==> config.mk <==
export PLATFORM = sky130hd
export DESIGN_NAME = count_watch
export DESIGN_NICKNAME = d
export VERILOG_FILES = /design/src/rtl/count_watch_pkg.sv /design/src/rtl/count_watch_sat_cnt.sv /design/src/rtl/count_watch.sv
export SDC_FILE = /design/constraint.sdc
export NUM_CORES = 1
export LEC_CHECK = 0
export CAP_MARGIN = 5
export CORE_ASPECT_RATIO = 1.25
export CORE_MARGIN = 2
export CORE_UTILIZATION = 30
export DETAILED_ROUTE_END_ITERATION = 7
export GPL_TIMING_DRIVEN = 0
export PLACE_DENSITY = 0.52
export SKIP_CTS_REPAIR_TIMING = 1
export SLEW_MARGIN = 5
export SYNTH_ARGS = -nofsm -noshare
export SYNTH_HDL_FRONTEND = slang
export SYNTH_SLANG_ARGS = --single-unit
==> constraint.sdc <==
create_clock -name clk -period 1.8 [get_ports clk]
set_clock_uncertainty 0.15 [all_clocks]
set_input_delay 0.45 -clock clk [delete_from_list [all_inputs] [get_ports clk]]
set_output_delay 0.45 -clock clk [all_outputs]
set_load 0.05 [all_outputs]
==> src/rtl/count_watch_pkg.sv <==
// Shared definitions for count_watch: FSM state encoding and the upstream counter width.
package count_watch_pkg;

  localparam int Q_W = 4;

  typedef enum logic [1:0] {
    ST_IDLE  = 2'b00,
    ST_ARMED = 2'b01,
    ST_FIRE  = 2'b10,
    ST_SPARE = 2'b11
  } state_t;

  function automatic logic state_is_busy(input state_t s);
    return (s == ST_ARMED) || (s == ST_FIRE);
  endfunction

endpackage

==> src/rtl/count_watch_sat_cnt.sv <==
// Saturating up-counter with synchronous clear and a sticky overflow flag.
module sat_cnt #(
  parameter int W = 8
) (
  input  logic         clk,
  input  logic         cl,
  input  logic         i_clr,
  input  logic         i_inc,
  output logic [W-1:0] o_count,
  output logic         o_ovf
);

  logic [W-1:0] r_count;
  logic         r_ovf;
  logic         w_full;

  assign w_full = &r_count;

  // Clear dominates increment; a request at full scale only raises the sticky flag.
  always_ff @(posedge clk) begin
    if (!cl) begin
      r_count <= '0;
      r_ovf   <= 1'b0;
    end else if (i_clr) begin
      r_count <= '0;
      r_ovf   <= 1'b0;
    end else if (i_inc) begin
      if (w_full) begin
        r_ovf <= 1'b1;
      end else begin
        r_count <= r_count + 1'b1;
      end
    end
  end

  assign o_count = r_count;
  assign o_ovf   = r_ovf;

endmodule

==> src/rtl/count_watch.sv <==
// Watches an upstream 4-bit counter: cascades its terminal count, tallies wraps,
// and raises irq after HITS departures from match_val while armed.
module count_watch
  import count_watch_pkg::*;
#(
  parameter int HITS   = 3,
  parameter int WRAP_W = 8
) (
  input  logic              clk,
  input  logic              cl,
  input  logic              count_enable,
  input  logic [1:Q_W]      q_in,
  input  logic [1:Q_W]      match_val,
  input  logic              arm,
  input  logic              ack,
  input  logic              clr_wrap,
  output logic              carry_out,
  output logic [WRAP_W-1:0] wrap_cnt,
  output logic              ovf,
  output logic              irq,
  output logic              busy
);

  localparam logic [3:0]     HITS_LAST = 4'(HITS - 1);
  localparam logic [1:Q_W]   TC_VAL    = {Q_W{1'b1}};

  logic   w_tc;
  logic   w_hit;
  state_t r_state;
  state_t w_state_next;
  logic [3:0] r_hcnt;
  logic [3:0] w_hcnt_next;

  // A hit means the counter leaves match_val on this edge.
  assign w_tc      = count_enable & (q_in == TC_VAL);
  assign w_hit     = count_enable & (q_in == match_val);
  assign carry_out = w_tc & cl;

  sat_cnt #(
    .W(WRAP_W)
  ) u_wrap (
    .clk     (clk),
    .cl      (cl),
    .i_clr   (clr_wrap),
    .i_inc   (w_tc),
    .o_count (wrap_cnt),
    .o_ovf   (ovf)
  );

  always_ff @(posedge clk) begin
    if (!cl) begin
      r_state <= ST_IDLE;
      r_hcnt  <= 4'd0;
    end else begin
      r_state <= w_state_next;
      r_hcnt  <= w_hcnt_next;
    end
  end

  always_comb begin
    w_state_next = r_state;
    w_hcnt_next  = r_hcnt;
    case (r_state)
      ST_IDLE: begin
        w_hcnt_next = 4'd0;
        if (arm) begin
          w_state_next = ST_ARMED;
        end
      end
      ST_ARMED: begin
        if (!arm) begin
          w_state_next = ST_IDLE;
          w_hcnt_next  = 4'd0;
        end else if (w_hit) begin
          if (r_hcnt == HITS_LAST) begin
            w_state_next = ST_FIRE;
            w_hcnt_next  = 4'd0;
          end else begin
            w_hcnt_next = r_hcnt + 4'd1;
          end
        end
      end
      ST_FIRE: begin
        w_hcnt_next = 4'd0;
        if (ack) begin
          w_state_next = ST_IDLE;
        end
      end
      default: begin
        w_state_next = ST_IDLE;
        w_hcnt_next  = 4'd0;
      end
    endcase
  end

  // irq is exactly "in FIRE", so it rises one edge after the qualifying hit.
  always_comb begin
    irq  = (r_state == ST_FIRE);
    busy = state_is_busy(r_state);
  end

endmodule
Word level (Yosys, flattened, before mapping)
Cells that the tools add are included.
- flip-flop bits (word level): 15
- input bits: 14
- output and inout port bits: 12
- word-level logic and storage cells: 35
- add/subtract/negate cells: 2
- equality and inequality tests: 9
- muxes and demuxes: 7
- bitwise operators: 5
- reduce and logical (&&, ||, !) cells: 8
- operators by type and width (kind ; number):
    2-to-1 mux 2 bit ; 5
    AND reduction 9 bit ; 1
    adder 8 x 1 -> 8 bit, second input constant ; 1
    AND reduction 8 bit ; 1
    != test 3 bit, second input constant ; 2
    case mux 2 bit (3 select lines) ; 1
    adder 4 x 1 -> 4 bit, second input constant ; 1
    == test 4 x 2 -> 1 bit, second input constant ; 1
    == test 4 bit ; 1
    == test 4 bit, second input constant ; 1
    2-to-1 mux 4 bit ; 1
    != test 2 bit, second input constant ; 2
    AND reduction 4 bit ; 1
    AND 1 bit ; 3
    AND reduction 3 bit ; 1
    == test 2 x 1 -> 1 bit, second input constant ; 1
    == test 2 bit, second input constant ; 1
    logical NOT 2 bit ; 1
    inverter 1 bit ; 2
    AND reduction 2 bit ; 1
    OR reduction 2 bit ; 1
    logical OR 1 bit ; 1

Longest topological paths before layout
Gate-level depths: netlist (run 1).
- depth in word-level cells: 5
- gate-level depth with buffers: 6
- gate-level depth less buffers: 6

By module
A second synthesis (run 1) with hierarchy kept.
- cells, all modules: 105
- area, all modules: 923.4 um^2
- modules (own cells, without submodules) (module ; times used ; cells each ; area an instance (um^2)):
    sat_cnt ; 1 ; 51 ; 466.7
    count_watch ; 1 ; 54 ; 456.7

Worst setup path after synthesis (run 1)
No wires, ideal clock.
- path type: register to register
- from: register u_wrap.r_count[0], in the netlist u_wrap.o_count[0]
- to: register u_wrap.r_count[2], in the netlist u_wrap.o_count[2]
- library setup time: 70 ps
- arrival: 1667 ps
- data required time: 1580 ps
- path slack: -88 ps
- stages on the path, launching flop included: 5
- buffers on the path: 0
- period minus slack after synthesis: 1888 ps
- cell sequence: dfxtp_1 ha_1 inv_1 or4_1 a21oi_1
- longest elaborated chain between the ends: 3
- elaborated cells between the ends (all ways): 4
- classes of those cells: add/sub (1); bitwise (1); reduce/logical (2)
- ends and longest elaborated chain (element ; RTL line ; source):
    start: declaration ; count_watch_sat_cnt.sv:13 ; logic [W-1:0] r_count;
    start signal: assignment ; count_watch_sat_cnt.sv:31 ; r_count <= r_count + 1'b1;
    parallel branches: the longest is 3 deep, another holds adder 8 x 1 -> 8 bit ; -- ;
Several ways; the timed one is not identified.
A chain may end at the register's enable or synchronous reset.

Worst setup path in the final report (run 1)
- from: input port match_val[3] in the netlist's numbering
- to: register r_hcnt[2]
- longest elaborated chain between the ends: 2
- ends and longest elaborated chain (element ; RTL line ; source):
    start: declaration ; count_watch.sv:13 ; input logic [1:Q_W] match_val,
    == test 4 bit ; count_watch.sv:36 ; assign w_hit = count_enable & (q_in == match_val);
    AND 1 bit ; count_watch.sv:36 ;
    end signal: assignment ; count_watch.sv:56 ; r_hcnt <= w_hcnt_next;
    end: declaration ; count_watch.sv:31 ; logic [3:0] r_hcnt;
No other way between the ends.

==> results of run 1 <==
-- layer usage --
| metal | up-vias | share of wire, % | wire length [µm] | global-route usage (%) |
|---|---|---|---|---|
| met1 | 427 | 39 | 881 | 14.2 |
| met2 | 31 | 53 | 1210 | 23.4 |
| met4 | 0 | 1.3 | 29 | 7.69 |
| li1 | 456 | - | - | - |
| met5 | - | 0 | 0 | 0 |
| met3 | 6 | 6.1 | 138 | 2.34 |
-- layout by cell type, fill, tap and decap left out, drive strengths merged, types with 2 or more instances in the layout --
| cell | synthesis | layout |
|---|---|---|
| o21ai | 3 | 3 |
| nor2 | 3 | 3 |
| and3 | 3 | 3 |
| clkdlybuf4s50 | 0 | 5 |
| ha | 5 | 5 |
| inv | 4 | 4 |
| a21oi | 11 | 11 |
| clkbuf | 1 | 7 |
| nand2 | 7 | 7 |
| or4 | 6 | 6 |
| buf | 2 | 7 |
| nand3 | 9 | 9 |
| and4 | 2 | 2 |
| dlymetal6s2s | 0 | 14 |
| xnor2 | 3 | 3 |
| nand4 | 3 | 3 |
| nand2b | 5 | 5 |
| dfxtp | 15 | 15 |
| o41ai | 2 | 2 |
| o31ai | 8 | 8 |
-- sequential cells by signal, indices dropped and copies added, names as in the netlist --
register        flops
u_wrap.o_count      8
r_state             2
u_wrap.o_ovf        1
r_hcnt              4
-- worst max-delay path, stage by stage --
cell                              delay (ns)
sky130_fd_sc_hd__clkdlybuf4s50_1        0.46
sky130_fd_sc_hd__nand2b_1               0.19
sky130_fd_sc_hd__nand4_4                0.14
sky130_fd_sc_hd__or4_1                  0.53
sky130_fd_sc_hd__a21oi_1                0.15
-- power groups by stage --
stage / logic [mW] / clock network, mW / registers, mW
floorplan: 0.0789 / 0 / 0.349
global route: 0.178 / 0.217 / 0.342
detailed placement: 0.133 / 0 / 0.349
global placement: 0.131 / 0 / 0.348
finish: 0.164 / 0.196 / 0.341
CTS: 0.133 / 0.207 / 0.341
-- area by class of cell --
| cell class | instances | area, µm² | area share, % |
|---|---|---|---|
| flip-flops and latches | 15 | 310 | 23.3 |
| clock buffers | 4 | 26.3 | 1.97 |
| multi-input cells | 81 | 638 | 47.8 |
| inverters | 4 | 15.0 | 1.13 |
| plain buffers | 3 | 16.3 | 1.22 |
| well taps | 34 | 42.5 | 3.19 |
| repair buffers | 26 | 285 | 21.4 |
-- synthesized netlist by cell type --
cell type                  number  area [µm²]
sky130_fd_sc_hd__and3_1         3        18.8
sky130_fd_sc_hd__xnor2_1        3        26.3
sky130_fd_sc_hd__o31ai_1        8        60.1
sky130_fd_sc_hd__a2111o_1       1        11.3
sky130_fd_sc_hd__nand4_2        1        12.5
sky130_fd_sc_hd__and4_4         2        22.5
sky130_fd_sc_hd__o41ai_1        2        17.5
sky130_fd_sc_hd__o21ai_0        3        15.0
sky130_fd_sc_hd__or4_1          6        45.0
sky130_fd_sc_hd__buf_2          1        5.00
sky130_fd_sc_hd__nand4_1        2        12.5
sky130_fd_sc_hd__mux2i_1        1        10.0
sky130_fd_sc_hd__nand2b_1       5        31.3
sky130_fd_sc_hd__nand2_1        7        26.3
sky130_fd_sc_hd__nor2_1         3        11.3
sky130_fd_sc_hd__or4b_1         1        10.0
sky130_fd_sc_hd__nor2b_1        1        6.26
sky130_fd_sc_hd__nor3_1         1        5.00
sky130_fd_sc_hd__or3_1          1        6.26
sky130_fd_sc_hd__a21oi_1       11        55.1
sky130_fd_sc_hd__buf_1          1        3.75
sky130_fd_sc_hd__a211oi_1       1        7.51
sky130_fd_sc_hd__inv_1          4        15.0
sky130_fd_sc_hd__a31oi_1        1        6.26
sky130_fd_sc_hd__and2_1         1        6.26
sky130_fd_sc_hd__clkbuf_1       1        3.75
sky130_fd_sc_hd__nand3_1        9        45.0
sky130_fd_sc_hd__ha_1           5        62.6
sky130_fd_sc_hd__o311ai_0       1        8.76
sky130_fd_sc_hd__nand3b_1       1        7.51
sky130_fd_sc_hd__dfxtp_1       15         300
-- cell families after synthesis --
logic type / after synthesis / share of synthesized area, %
AND/OR/NAND/NOR: 44 / 30.5
multiplexers: 1 / 1.14
AO/OA/AOI/OAI: 28 / 20.7
buffers and inverters: 7 / 3.15
adder cells (fa/ha/maj): 5 / 7.15
XOR/XNOR: 3 / 3.00
flip-flops: 15 / 34.3
-- final timing paths --
path | slack, ns | depth (start not counted) | end | start
hold reg to reg | 0.33 | 2 | r_state[0] | r_state[0]
setup / recovery | -0.06 | 5 | r_hcnt[2] | match_val[3]
hold / removal | 0.33 | 2 | r_state[0] | r_state[0]
setup reg to reg | 0.12 | 5 | u_wrap.o_count[0] | u_wrap.o_count[0]
-- through the flow --
stage                     cells  setup TNS (ns)  power [mW]  util [%]  hold WS (ns)
final                       167          -0.207       0.701      48.8         0.325
after global routing        167          -0.382       0.737      48.8         0.346
after CTS                   166           -6.18       0.681      44.0         0.338
after detailed placement    162           -6.98       0.481      43.0         0.318
after global placement      162           -6.73       0.480      43.0         0.306
after floorplan             103               0       0.427         -         0.302
==> results.md, run 1 <==
Cells and area:
- The post-route cell area is 1330 µm².
- The net count of the finished layout is 153.
- The filler cell count in the final layout is 286.
- The number of antenna cells inserted is 0.
- The post-route netlist has 27.8% of its cells at a drive strength greater than 1.
- The area overhead of the layout relative to synthesis is 52.5%.

Synthesis:
- Yosys printed 0 warnings.
- The instance count of the mapped netlist is 103.
- The synthesized area per cell is 8.49 µm².
- The netlist uses 31 different library cells.
- Summing every instance area after synthesis gives 875 µm².
- When the netlist entered floorplanning its net count stood at 122.
- The flip-flop and latch count after synthesis is 15.
- For this run, the register share of the synthesized area comes to 34.3%.

Global routing:
- The overall track demand over capacity in global routing is 13.3%.
- The via count of the first global-routing pass is 866.
- Summed over all layers, the global routing overflow is 0.
- The first global-routing pass estimated 3.42 mm of wire.
- The initial antenna violation count is 0.
- The maximum number of pins on one net before global-route repair is 11.

Pwr:
- The portion of total power attributed to the clock network is 27.9%.
- The share of total power in sequential cells is 48.7%.
- The internal power of the cells is 0.499 mW.
- The switching component of the power is 0.202 mW.
- The fraction of power consumed by combinational cells is 23.4%.
- For this design the static power due to leakage is 0.649 nW.
- The ratio of total power to cell area is 526 nW/µm².
- Across the VDD grid, the largest voltage drop is 278 µV.
- In this run switching power makes up 28.8% of total power.

Setup path:
- For the worst setup path, the data arrival time is 1.92 ns.
- The kind of capture point of the worst setup path is a flop.
- STA classifies the critical path startpoint as an input port.
- The required time of the worst setup path is 1.86 ns.
- The kind of critical path is input port to flop.
- Of all nets on the critical path, the largest fanout is 6.

Floorplanning:
- The floorplan die area is 3370 µm².
- The die width is 52.3 µm.
- The site row count is 21.
- The die boundary height is 64.4 µm.
- Once the floorplan was initialized, standard cells occupied about a third of the core.
- In this run the standard cell core region covers approximately 2700 µm².
- 26 I/O pins were placed.

Route:
- For this run, design rule violations remaining after detail routing come to 0.
- The number of antenna-violating nets in the routed design is 0.
- Summed over all layers, the routed wires come to 2.26 mm.
- For this block, the initial DRC count from the detailed router was 19.
- The average routed wire per standard cell is roughly 14 µm.
- For this run, the detailed router's first-pass iteration total came to 4.
- The detail-routed via count per cell is roughly 5.5.
- The via count of the routed design is roughly 900.

Placed design:
- The post-place setup slack is -1.13 ns.
- Routability-driven placement finished with a final weighted congestion of 0.728.
- Once placement finished, the instance area stood at 1180 µm².
- Detailed placement finished with a half-perimeter wire length of 1.63 mm.
- In this run the tool buffered the top-level ports with 25 buffer cells.

STA:
- The achievable clock frequency is 537 MHz.
- The final max-slew violation count came to 0.
- Setup repair after global routing could not meet its margin everywhere.
- Setup violations remaining at the end of the flow were counted as 4.
- The post-route minimum period is 1.86 ns.
- The worst relative slew slack is 65.8%.
- The measured slew at the worst slew-check pin is 0.512 ns.
- The setup slack of the critical path after layout is -0.0616 ns.
- The count of endpoints failing hold in the final timing report is 0.
- The worst path uses 103% of the clock period.

CTS:
- The clock tree from TritonCTS is yes.
- The number of levels in the clock H-tree is 1.
- The cell sitting at the root of the clock tree is a sky130_fd_sc_hd__clkbuf_4.
- The clock transition time at the flip-flop clock pins of the worst setup and hold paths is 0.09 ns.
- The clock net in this run drives a total of 15 sinks.
- The clock latency on the worst-skew pair is 0.28 ns.
- In this run the deepest clock path goes through 2 buffers.
- The total CTS buffers is 3.

Hold path:
- The class of the tightest hold or removal check is flop to flop.

Run status:
- The final reports fail on negative setup slack.
- The run finished, with violations left.

Flow run:
- Across the run, the number of max-cap violations was 0.
Note: power is estimated with default switching activity, not from simulation.
==> inputs of run 2 (changes only) <==
--- a/config.mk
+++ b/config.mk
@@ -5,12 +5,13 @@
 export SDC_FILE = /design/constraint.sdc
 export NUM_CORES = 1
 export LEC_CHECK = 0
+export ABC_CLOCK_PERIOD_IN_PS = 1800
 export CAP_MARGIN = 5
 export CORE_ASPECT_RATIO = 1.25
 export CORE_MARGIN = 2
 export CORE_UTILIZATION = 30
 export DETAILED_ROUTE_END_ITERATION = 7
-export GPL_TIMING_DRIVEN = 0
+export GPL_TIMING_DRIVEN = 1
 export PLACE_DENSITY = 0.52
 export SKIP_CTS_REPAIR_TIMING = 1
 export SLEW_MARGIN = 5
==> results.md, run 2 (synthesized netlist as in run 1, its figures left out) <==
CTS:
- The clock tree from TritonCTS is yes.
- The clock transition time at the flip-flop clock pins of the worst setup and hold paths came to 0.09 ns (about the same).
- The clock latency on the worst-skew pair came to 0.28 ns (about the same).
- The number of levels in the clock H-tree was 1 (unchanged).
- The master cell of the clock root buffer is sky130_fd_sc_hd__clkbuf_4.
- The clock tree buffer depth is 2 (unchanged).
- The total CTS buffers is 3 (unchanged).
- The CTS sink count came to 15 (unchanged).

Setup path:
- The setup slack of the most critical reg-to-reg path was 0.13 ns (about the same).
- The depth of the worst register-to-register path is 4 (-1).
- The maximum fanout along the worst path is 4 (-2).
- The data arrival time of the critical path is 1.85 ns (-0.07 ns).
- The signal on the critical path passes through clkdlybuf4s50_1 > nand2b_4 > nand4_2 > buf_4 > a2111o_1 > a21oi_1.
- The kind of capture point of the worst setup path is a flop.
- The category of the worst setup path launch point is an input port.
- The maximum cell stage delay along the critical path is 0.48 ns (-0.05 ns).
- The beginning of the worst register-to-register path is u_wrap.o_count[2].
- The cell family contributing the most delay on the critical path is buffers and inverters.
- The required time of the worst setup path is 1.85 ns (about the same).
- The largest individual stage delay along the critical path comes from the cell sky130_fd_sc_hd__clkdlybuf4s50_1.
- The reg-to-reg endpoint is u_wrap.o_count[3].
- The number of buffer and inverter stages on the critical path is 2 (+1).
- The kind of critical path is input port to flop.

Floorplanning:
- The die boundary height is 64.4 µm (unchanged).
- The floorplan die area is 3370 µm² (unchanged).
- The number of top-level pins is 26 (unchanged).
- The die width is 52.3 µm (unchanged).
- The starting density of the core is 32.0% (unchanged).
- The site row count is 21 (unchanged).
- The area of the core region is 2730 µm² (unchanged).

Cells and area:
- The final-stage net count is 164 (+7.2%).
- The share of the core filled with cells in the final layout is 55.7% (+6.9 points).
- The area overhead of the layout relative to synthesis is 74.0%.
- The fraction of final layout cells sized beyond drive strength 1 is 41.7% (+14 points).
- The final instance count without filler cells is 178 (+6.6%).
- The number of antenna cells inserted came to 0 (unchanged).
- In the layout the commonest cells are sky130_fd_sc_hd__buf_4 (15), sky130_fd_sc_hd__buf_12 (12), sky130_fd_sc_hd__a21oi_1 (9), sky130_fd_sc_hd__o31ai_1 (8), sky130_fd_sc_hd__dfxtp_2 (8).
- Leaving out fill and tap cells, the most frequent cell in the layout is sky130_fd_sc_hd__buf_4.
- The number of flip-flops under the largest register name is 8 (unchanged).

Route:
- The via count of the routed design is 963 (+4.7%).
- The final wirelength is 2.40 mm (+6.2%).
- The number of antenna-violating nets in the routed design is 0 (unchanged).
- The count of unresolved DRC violations after routing came to 0 (unchanged).
- The detail-routed via count per cell came to 5.41 (-1.8%).
- The total iterations of the first detailed-routing run is 4 (unchanged).
- The initial detailed-routing violation count was 16 (-3).
- The average routed wire per standard cell is 13.5 µm (-0.32%).

STA:
- The period utilization is 100% (-3.5 points).
- The setup slack of the critical path after layout is 0.000518 ns (+0.0622 ns).
- The achievable clock frequency came to 556 MHz (+3.5%).
- The post-route minimum period is 1.80 ns (-0.0622 ns).
- The worst relative slew slack is 77.7% (+12 points).
- The measured slew at the worst slew-check pin was 0.331 ns (-0.181 ns).
- The final max-slew violation count is 0 (unchanged).
- The count of endpoints failing hold in the final timing report is 0 (unchanged).
- The final-report setup violation count came to 0 (-4).

Hold path:
- The class of the tightest hold or removal check is flop to flop.
- The sink of the worst hold path is r_state[0].
- The hold path depth is 2 (unchanged).
- The start point of the worst hold path is r_state[0].

Pwr:
- The ratio of total power to cell area was 479 nW/µm² (-8.9%).
- The static leakage is 0.598 nW (-7.8%).
- The maximum resistive drop on vdd came to 353 µV (+27%).

Flow run:
- The count of maximum capacitance violations is 0 (unchanged).

Global routing:
- The first-pass GRT wire length came to 3.74 mm (+9.5%).
- The maximum number of pins on one net before global-route repair is 14 (+3).
- The via count of the first global-routing pass came to 930 (+7.4%).
- The overflow left after global routing is 0 (unchanged).
- The initial antenna violation count is 0 (unchanged).
- The overall track demand over capacity in global routing is 14.4% (+1.2 points).

Placed design:
- The post-place setup slack came to -0.526 ns (+0.608 ns).
- The number of buffers inserted by port buffering is 25 (unchanged).
- The routability congestion estimate from global placement was 0.783 (+7.7%).
- The post-placement cell count is 173 (+6.8%).
- The half-perimeter wire length after detailed placement is 1.80 mm (+10%).

Run status:
- The run finished with clean final reports.
run 2: changes by cell type in the layout (fill, tap and decap cells not counted), sizes merged:
cell	previous run	this run
buf	7	29
dlymetal6s2s	14	6
clkbuf	7	5
clkdlybuf4s50	5	4
run 2: metrics by stage:
stage / total power, mW / setup TNS, ns / hold slack [ns] / cell area [µm²]
CTS: 0.710 / -2.24 / 0.344 / 1420
floorplan: 0.427 / 0 / 0.302 / 883
global placement: 0.514 / -6.00 / 0.319 / 1390
global route: 0.773 / -0.0465 / 0.370 / 1520
finish: 0.729 / 0 / 0.331 / 1520
detailed placement: 0.518 / -6.37 / 0.329 / 1390
run 2: worst max path at each step:
stage / from / end / cells after the start
floorplan: u_wrap.o_count[0] / u_wrap.o_count[7] / 5
global placement: q_in[2] / carry_out / 5
detailed placement: q_in[4] / r_hcnt[3] / 6
CTS: q_in[2] / carry_out / 5
global route: match_val[3] / r_hcnt[0] / 6
finish: match_val[3] / r_hcnt[0] / 6
run 2: final cells by class:
cell class | count | area, µm²
timing repair buffer | 40 | 495
clock buffer | 4 | 26.3
fill | 273 | 1210
inverter | 4 | 15.0
multi-input combinational | 81 | 632
tap | 34 | 42.5
sequential | 15 | 310
run 2: where the power goes:
group | total [mW] | switching [mW] | internal, mW | leakage [nW]
sequential | 0.342 | 0.00381 | 0.338 | 0.125
clock | 0.192 | 0.106 | 0.0858 | 0.0150
combinational | 0.195 | 0.0937 | 0.102 | 0.458
run 2: layer usage:
metal,share of wire (%),global-route usage (%),up-vias
met5,0,0,-
met4,1.5,7.69,0
met3,4.4,2.80,4
met2,54,25.5,31
met1,40,15.6,451
li1,-,-,477
run 2: tightest hold or removal path, stage by stage (launching register included):
cell,delay [ns]
sky130_fd_sc_hd__dfxtp_2,0.34
sky130_fd_sc_hd__nand2_1,0.05
sky130_fd_sc_hd__mux2i_1,0.06
